[src/rtl/vcu128_reset_pkg.sv]
// Shared definitions for the VCU128 board reset initiator: sequencer states,
// reset-cause bit positions and a counter sizing helper.
package vcu128_reset_pkg;

  localparam int CAUSE_W      = 5;
  localparam int CAUSE_POR    = 0;
  localparam int CAUSE_BUTTON = 1;
  localparam int CAUSE_SW     = 2;
  localparam int CAUSE_WDT    = 3;
  localparam int CAUSE_LOCK   = 4;

  typedef enum logic [2:0] {
    MMCM_RST  = 3'd0,
    WAIT_LOCK = 3'd1,
    HOLD      = 3'd2,
    RELEASE   = 3'd3,
    RUN       = 3'd4
  } state_t;

  // Bits needed to count 0..n-1; never narrower than one bit.
  function automatic int cnt_width(input int n);
    return (n < 2) ? 1 : $clog2(n);
  endfunction

endpackage

[src/rtl/vcu128_sync_debounce.sv]
// Multi-flop synchronizer for an asynchronous input, optionally followed by a
// debounce filter (DEBOUNCE_BITS=0 gives the plain synchronized level).
module vcu128_sync_debounce #(
  parameter int SYNC_STAGES   = 3,
  parameter int DEBOUNCE_BITS = 0
) (
  input  logic clock,
  input  logic areset,
  input  logic async_in,
  output logic level
);

  logic [SYNC_STAGES-1:0] sync_q;
  logic                   synced;

  always_ff @(posedge clock or posedge areset) begin
    if (areset) begin
      sync_q <= '0;
    end else begin
      sync_q <= {sync_q[SYNC_STAGES-2:0], async_in};
    end
  end

  assign synced = sync_q[SYNC_STAGES-1];

  generate
    if (DEBOUNCE_BITS == 0) begin : g_sync_only
      assign level = synced;
    end else begin : g_debounce
      logic [DEBOUNCE_BITS-1:0] db_cnt;
      logic                     db_level;

      // The filtered level resets to 1: the only debounced input is the
      // active-low push-button, whose idle state is released.
      always_ff @(posedge clock or posedge areset) begin
        if (areset) begin
          db_cnt   <= '0;
          db_level <= 1'b1;
        end else if (synced == db_level) begin
          db_cnt <= '0;
        end else if (&db_cnt) begin
          db_level <= synced;
          db_cnt   <= '0;
        end else begin
          db_cnt <= db_cnt + 1'b1;
        end
      end

      assign level = db_level;
    end
  endgenerate

endmodule

[src/rtl/vcu128_reset_request.sv]
// Board reset initiator: sequences MMCM reset, lock wait and reset hold, then
// waits for the last clock domain to leave reset, tracking the reset cause.
module vcu128_reset_request
  import vcu128_reset_pkg::*;
#(
  parameter int SYNC_STAGES       = 3,
  parameter int DEBOUNCE_BITS     = 16,
  parameter int MMCM_RST_CYCLES   = 16,
  parameter int LOCK_TIMEOUT_BITS = 20,
  parameter int HOLD_CYCLES       = 64
) (
  input  logic               clock,
  input  logic               areset,
  input  logic               button_n,
  input  logic               sw_reset_req,
  input  logic               wdt_expire,
  input  logic               mmcm_locked,
  input  logic               reset_done,
  input  logic               cause_clear,
  output logic               mmcm_reset,
  output logic               sys_areset,
  output logic               busy,
  output logic [CAUSE_W-1:0] reset_cause,
  output logic [3:0]         lock_retries,
  output state_t             debug_state
);

  localparam int MMCM_W = cnt_width(MMCM_RST_CYCLES);
  localparam int HOLD_W = cnt_width(HOLD_CYCLES);
  localparam logic [MMCM_W-1:0]  MMCM_LAST  = MMCM_W'(MMCM_RST_CYCLES - 1);
  localparam logic [HOLD_W-1:0]  HOLD_LAST  = HOLD_W'(HOLD_CYCLES - 1);
  localparam logic [CAUSE_W-1:0] POR_BIT    = CAUSE_W'(1) << CAUSE_POR;
  localparam logic [CAUSE_W-1:0] LOCK_BIT   = CAUSE_W'(1) << CAUSE_LOCK;

  state_t                       state;
  state_t                       state_nxt;
  logic [CAUSE_W-1:0]           cause_nxt;
  logic [3:0]                   retries_nxt;
  logic [MMCM_W-1:0]            mmcm_cnt;
  logic [LOCK_TIMEOUT_BITS-1:0] lock_cnt;
  logic [HOLD_W-1:0]            hold_cnt;
  logic                         button_db;
  logic                         button_db_q;
  logic                         lock_s;
  logic                         done_s;
  logic                         press;
  logic [CAUSE_W-1:0]           req_cause;
  logic                         any_req;

  vcu128_sync_debounce #(
    .SYNC_STAGES  (SYNC_STAGES),
    .DEBOUNCE_BITS(DEBOUNCE_BITS)
  ) u_button (
    .clock   (clock),
    .areset  (areset),
    .async_in(button_n),
    .level   (button_db)
  );

  vcu128_sync_debounce #(
    .SYNC_STAGES  (SYNC_STAGES),
    .DEBOUNCE_BITS(0)
  ) u_lock (
    .clock   (clock),
    .areset  (areset),
    .async_in(mmcm_locked),
    .level   (lock_s)
  );

  vcu128_sync_debounce #(
    .SYNC_STAGES  (SYNC_STAGES),
    .DEBOUNCE_BITS(0)
  ) u_done (
    .clock   (clock),
    .areset  (areset),
    .async_in(reset_done),
    .level   (done_s)
  );

  assign press = button_db_q & ~button_db;

  always_comb begin
    req_cause               = '0;
    req_cause[CAUSE_BUTTON] = press;
    req_cause[CAUSE_SW]     = sw_reset_req;
    req_cause[CAUSE_WDT]    = wdt_expire;
  end

  assign any_req = |req_cause;

  // Next-state rules. Lock loss outranks requests wherever both are watched.
  always_comb begin
    state_nxt   = state;
    cause_nxt   = reset_cause;
    retries_nxt = lock_retries;
    case (state)
      MMCM_RST: begin
        cause_nxt = reset_cause | req_cause;
        if (mmcm_cnt == MMCM_LAST) state_nxt = WAIT_LOCK;
      end
      WAIT_LOCK: begin
        cause_nxt = reset_cause | req_cause;
        if (lock_s) begin
          state_nxt = HOLD;
        end else if (&lock_cnt) begin
          state_nxt = MMCM_RST;
          if (lock_retries != 4'hf) retries_nxt = lock_retries + 4'd1;
        end
      end
      HOLD: begin
        if (!lock_s) begin
          state_nxt = MMCM_RST;
          cause_nxt = reset_cause | req_cause | LOCK_BIT;
        end else begin
          cause_nxt = reset_cause | req_cause;
          if (hold_cnt == HOLD_LAST) state_nxt = RELEASE;
        end
      end
      RELEASE: begin
        if (!lock_s) begin
          state_nxt = MMCM_RST;
          cause_nxt = reset_cause | req_cause | LOCK_BIT;
        end else if (any_req) begin
          state_nxt = HOLD;
          cause_nxt = reset_cause | req_cause;
        end else if (done_s) begin
          state_nxt = RUN;
        end
      end
      RUN: begin
        if (!lock_s) begin
          state_nxt = MMCM_RST;
          cause_nxt = req_cause | LOCK_BIT;
        end else if (any_req) begin
          state_nxt = HOLD;
          cause_nxt = req_cause;
        end else if (cause_clear) begin
          cause_nxt = '0;
        end
      end
      default: state_nxt = MMCM_RST;
    endcase
  end

  // Outputs are decoded from the next state so they change on the same edge
  // as the transition that causes them.
  always_ff @(posedge clock or posedge areset) begin
    if (areset) begin
      state        <= MMCM_RST;
      mmcm_reset   <= 1'b1;
      sys_areset   <= 1'b1;
      busy         <= 1'b1;
      reset_cause  <= POR_BIT;
      lock_retries <= '0;
      mmcm_cnt     <= '0;
      lock_cnt     <= '0;
      hold_cnt     <= '0;
      button_db_q  <= 1'b1;
    end else begin
      state        <= state_nxt;
      mmcm_reset   <= (state_nxt == MMCM_RST);
      sys_areset   <= (state_nxt == MMCM_RST) || (state_nxt == WAIT_LOCK) ||
                      (state_nxt == HOLD);
      busy         <= (state_nxt != RUN);
      reset_cause  <= cause_nxt;
      lock_retries <= retries_nxt;
      button_db_q  <= button_db;
      if (state_nxt != state) begin
        mmcm_cnt <= '0;
        lock_cnt <= '0;
        hold_cnt <= '0;
      end else begin
        if (state == MMCM_RST)  mmcm_cnt <= mmcm_cnt + 1'b1;
        if (state == WAIT_LOCK) lock_cnt <= lock_cnt + 1'b1;
        if (state == HOLD)      hold_cnt <= hold_cnt + 1'b1;
      end
    end
  end

  assign debug_state = state;

endmodule

[config.mk]
export PLATFORM = sky130hd
export DESIGN_NAME = vcu128_reset_request
export DESIGN_NICKNAME = d
export VERILOG_FILES = /design/src/rtl/vcu128_reset_pkg.sv /design/src/rtl/vcu128_sync_debounce.sv /design/src/rtl/vcu128_reset_request.sv
export SDC_FILE = /design/constraint.sdc
export NUM_CORES = 1
export LEC_CHECK = 0
export ABC_AREA = 1
export BUFFER_PORTS_ARGS = -buffer_cell sky130_fd_sc_hd__buf_2
export CELL_PAD_IN_SITES_DETAIL_PLACEMENT = 1
export CELL_PAD_IN_SITES_GLOBAL_PLACEMENT = 2
export CORE_ASPECT_RATIO = 1.2
export CORE_UTILIZATION = 34
export DETAILED_ROUTE_END_ITERATION = 16
export PLACE_DENSITY = 0.85
export SLEW_MARGIN = 10
export SYNTH_ARGS = -nofsm -noshare
export SYNTH_HDL_FRONTEND = slang
export SYNTH_HIERARCHICAL = 1
export SYNTH_SLANG_ARGS = --single-unit
export TNS_END_PERCENT = 50
[constraint.sdc]
create_clock -name clock -period 1.7 [get_ports clock]
set_input_delay 0.085 -clock clock [delete_from_list [all_inputs] [get_ports clock]]
set_output_delay 0.085 -clock clock [all_outputs]
set_load 0.02 [all_outputs]
==> summary.txt <==
Timing
  • Tightest Pin Transition: 0.409 ns
  • Endpoints failing hold: 0
  • Hold WS: 0.210 ns
  • Relative slew slack: 0.725
  • Crit path time final: 1.72 ns
  • Post-layout worst setup margin: -0.0198 ns
  • Worst Clk Skew: 0.0128 ns
  • Setup violators final: 10
  • Max-slew violations: 0
  • Unrepaired setup endpoints after global routing: yes
  • Final Cycle Share: 1.01
  • Achievable clock frequency: 581 MHz

Route
  • First drt pass iteration count: 10
  • Via density: 4.77
  • DR iter-0 viols: 77
  • Routed Antenna Nets: 0
  • Final WL: 9440 um
  • Via Count: 3110
  • WL per Instance: 14.5 um
  • # DRC: 1

Logic synthesis
  • Yosys reg bits: 72
  • Cell variety after synth: 31
  • Cell count after synthesis: 433
  • Synthesized area: 3760 um^2
  • Mapped Nets: 446
  • EDFF count, synth: 0
  • Top_reg_cell synth: dfrtp_1
  • Seq/Total Area, Yosys: 0.481
  • FFs w/ async S/R, synth: 1.00
  • Total of warnings raised by yosys: 6
  • Avg Cell Area, Syn: 8.68 um^2

Die
  • Chip height: 117 um
  • Die area: 11500 um^2
  • FP Rows: 41
  • Io pins: 23
  • Placeable Area: 10600 um^2
  • Initial Utilization: 0.354
  • Die width: 98.0 um

Critical path
  • Critical path arrival: 2.00 ns
  • Flop2flop setup slack: -0.02 ns
  • WS Path Type: flop to flop
  • Reg-to-Reg End: hold_cnt[0]
  • Crit Path Max Fanout: 5
  • CP required: 1.98 ns
  • Crit path capture type: flop
  • Critical Path Start Type: flop
  • RR Startpoint: debug_state[1]
  • Reg2reg path depth: 11

Final layout
  • Commonest non-fill, non-tap cells in the layout: 85 x nand2_1, 64 x dfrtp_1, 45 x inv_1
  • Core Util, Final: 0.468
  • Layout cell share with drive strength beyond 1: 0.348
  • Area Growth Syn to Fin: 32.2%
  • Final instance area: 4970 um^2
  • Final nets: 531
  • Commonest non-fill, non-tap cell in the layout: nand2_1
  • Final cell count without fillers: 652
  • Antenna diodes: 0

Place
  • Cell Area, Placed: 4240 um^2
  • Cell Count Post-Placement: 608
  • Port buffer count: 22
  • Post-DP HPWL: 6320 um
  • Gp weighted congestion: 0.767

Job
  • Max-cap viol count: 0

Pwr
  • Power consumption: 5.57 mW
  • Clock power frac: 0.349
  • Net Sw Frac: 0.308
  • Lkg Pwr: 2.31 nW
  • Maximum vdd drop: 0.449 mV
  • P_sw: 1.71 mW
  • Sequential power share: 0.347
  • PD cells: 1120 nW/um^2
  • P_int: 3.85 mW
  • Combinational Power Share: 0.304

Clock network
  • H-tree levels: 3
  • Clock root cell: clkbuf_16
  • Clk pin slew, worst setup/hold paths: 0.07 ns
  • CTS buffer count: 9
  • Clk_lat worst skew: 0.34 ns
  • CTS max path bufs: 2
  • CTS tree: built
  • CTS sink cnt: 72

GRT
  • GRT overflow: 0
  • First-pass GRT wire length: 15800 um
  • Largest net degree at the start of global routing: 47
  • Vias in the first global route: 3335
  • GRT Total Usage: 0.179
  • Antenna violations before repair: 0

Worst hold path
  • Min-Delay Path Class: input port to async pin

Status
  • Violated checks: DRC, setup timing
  • Status: finished, violations left
[cell usage after synthesis, types with 2 or more instances]
master | n | area (um^2)
nand2_1 | 91 | 342
dfrtp_1 | 66 | 1650
inv_1 | 49 | 184
nor2_1 | 41 | 154
nand3_1 | 36 | 180
nor2_2 | 34 | 213
xor2_1 | 21 | 184
nand4_1 | 12 | 75.1
xnor2_1 | 12 | 105
nand2_2 | 8 | 50.1
nor2_4 | 8 | 90.1
o21ai_0 | 7 | 35.0
dfstp_2 | 6 | 158
nor3_1 | 6 | 30.0
ha_1 | 5 | 62.6
a21oi_1 | 4 | 20.0
inv_2 | 4 | 15.0
buf_6 | 3 | 33.8
mux2i_1 | 3 | 30.0
nand3_2 | 3 | 30.0
a21o_1 | 2 | 15.0
nand2_4 | 2 | 22.5
o21bai_1 | 2 | 15.0
[logic make-up (layout without fill, tap and decap cells)]
kind of cell / Yosys count / count (layout) / share of synthesized area
adders and majority gates: 5 / 5 / 0.0166
and+or+nand+nor: 246 / 246 / 0.327
muxes: 3 / 3 / 0.00799
AOI/OAI and AO/OA: 18 / 18 / 0.0283
buffers and inverters: 56 / 146 / 0.0619
xor gates and xnor gates: 33 / 33 / 0.0769
DFF: 72 / 72 / 0.481
[layout make-up]
cell class | count | area, um^2
multi-input combinational | 305 | 1840
fill | 1243 | 5650
inverter | 53 | 199
clock inverter | 7 | 78.8
clock buffer | 9 | 225
tap | 129 | 161
sequential | 72 | 1810
timing repair buffer | 77 | 651
[flip-flops by register name (all words and copies together) (netlist names), 4 cells and up]
register	cells
reset_cause	5
u_button/g_debounce.db_cnt	16
mmcm_cnt	4
lock_retries	4
lock_cnt	20
hold_cnt	6
[power by group through the flow]
| stage | combinational (mW) | sequential, mW | clock [mW] |
|---|---|---|---|
| after floorplan | 0.763 | 1.99 | 0 |
| after global placement | 1.09 | 1.96 | 0 |
| after detailed placement | 1.12 | 1.97 | 0 |
| after CTS | 1.51 | 1.93 | 1.99 |
| after global routing | 1.81 | 1.95 | 2.06 |
| final | 1.69 | 1.93 | 1.94 |
[per-layer routing]
| metal | global-route usage | up-vias | part of all wire |
|---|---|---|---|
| li1 | - | 1531 | - |
| met1 | 0.192 | 1546 | 0.41 |
| met2 | 0.346 | 23 | 0.55 |
| met3 | 0.0410 | 10 | 0.025 |
| met4 | 0.0657 | 0 | 0.014 |
| met5 | 0 | - | 0 |
[per-stage QoR]
stage | TNS, ns | setup slack (ns)
final | -0.0935 | -0.0198
after global routing | -3.64 | -0.143
after CTS | -0.836 | -0.0413
after detailed placement | -0.313 | -0.0272
after global placement | 0 | 0.0197
after floorplan | 0 | 0.123
[worst max-delay path, cell delays in order, from the launching register on]
cell and delay (ns):
dfrtp_2 0.45, nor2_2 0.15, nand2_2 0.12, a21oi_2 0.15, inv_1 0.08, nand2_4 0.09, nand2_2 0.05, nand2_2 0.07
nand3_4 0.08, buf_12 0.16, clkbuf_16 0.16, nor2_2 0.08
[how the worst max path moves through the flow]
stage | startpoint | end | slack, ns | cells after the start
5_1_grt | debug_state[1] | lock_cnt[6] | -0.14 | 9
6_report | debug_state[1] | hold_cnt[0] | -0.02 | 11
2_1_floorplan | debug_state[1] | mmcm_cnt[1] | 0.12 | 10
4_1_cts | u_button/level | lock_cnt[3] | -0.04 | 11
3_5_place_dp | u_button/level | hold_cnt[3] | -0.03 | 10
3_3_place_gp | debug_state[1] | lock_cnt[12] | 0.02 | 8
[timing repair]
item | 4_1_cts | 5_1_grt
hold buffers | 6 | 0
setup buffers | 5 | 14
pin swaps | 5 | 7
endpoints found under the setup margin | 32 | 43
resized for setup | 9 | 30
gates cloned | 2 | 1
hold endpoints to repair | 71 | 0
(Power assumes the default switching activity.)
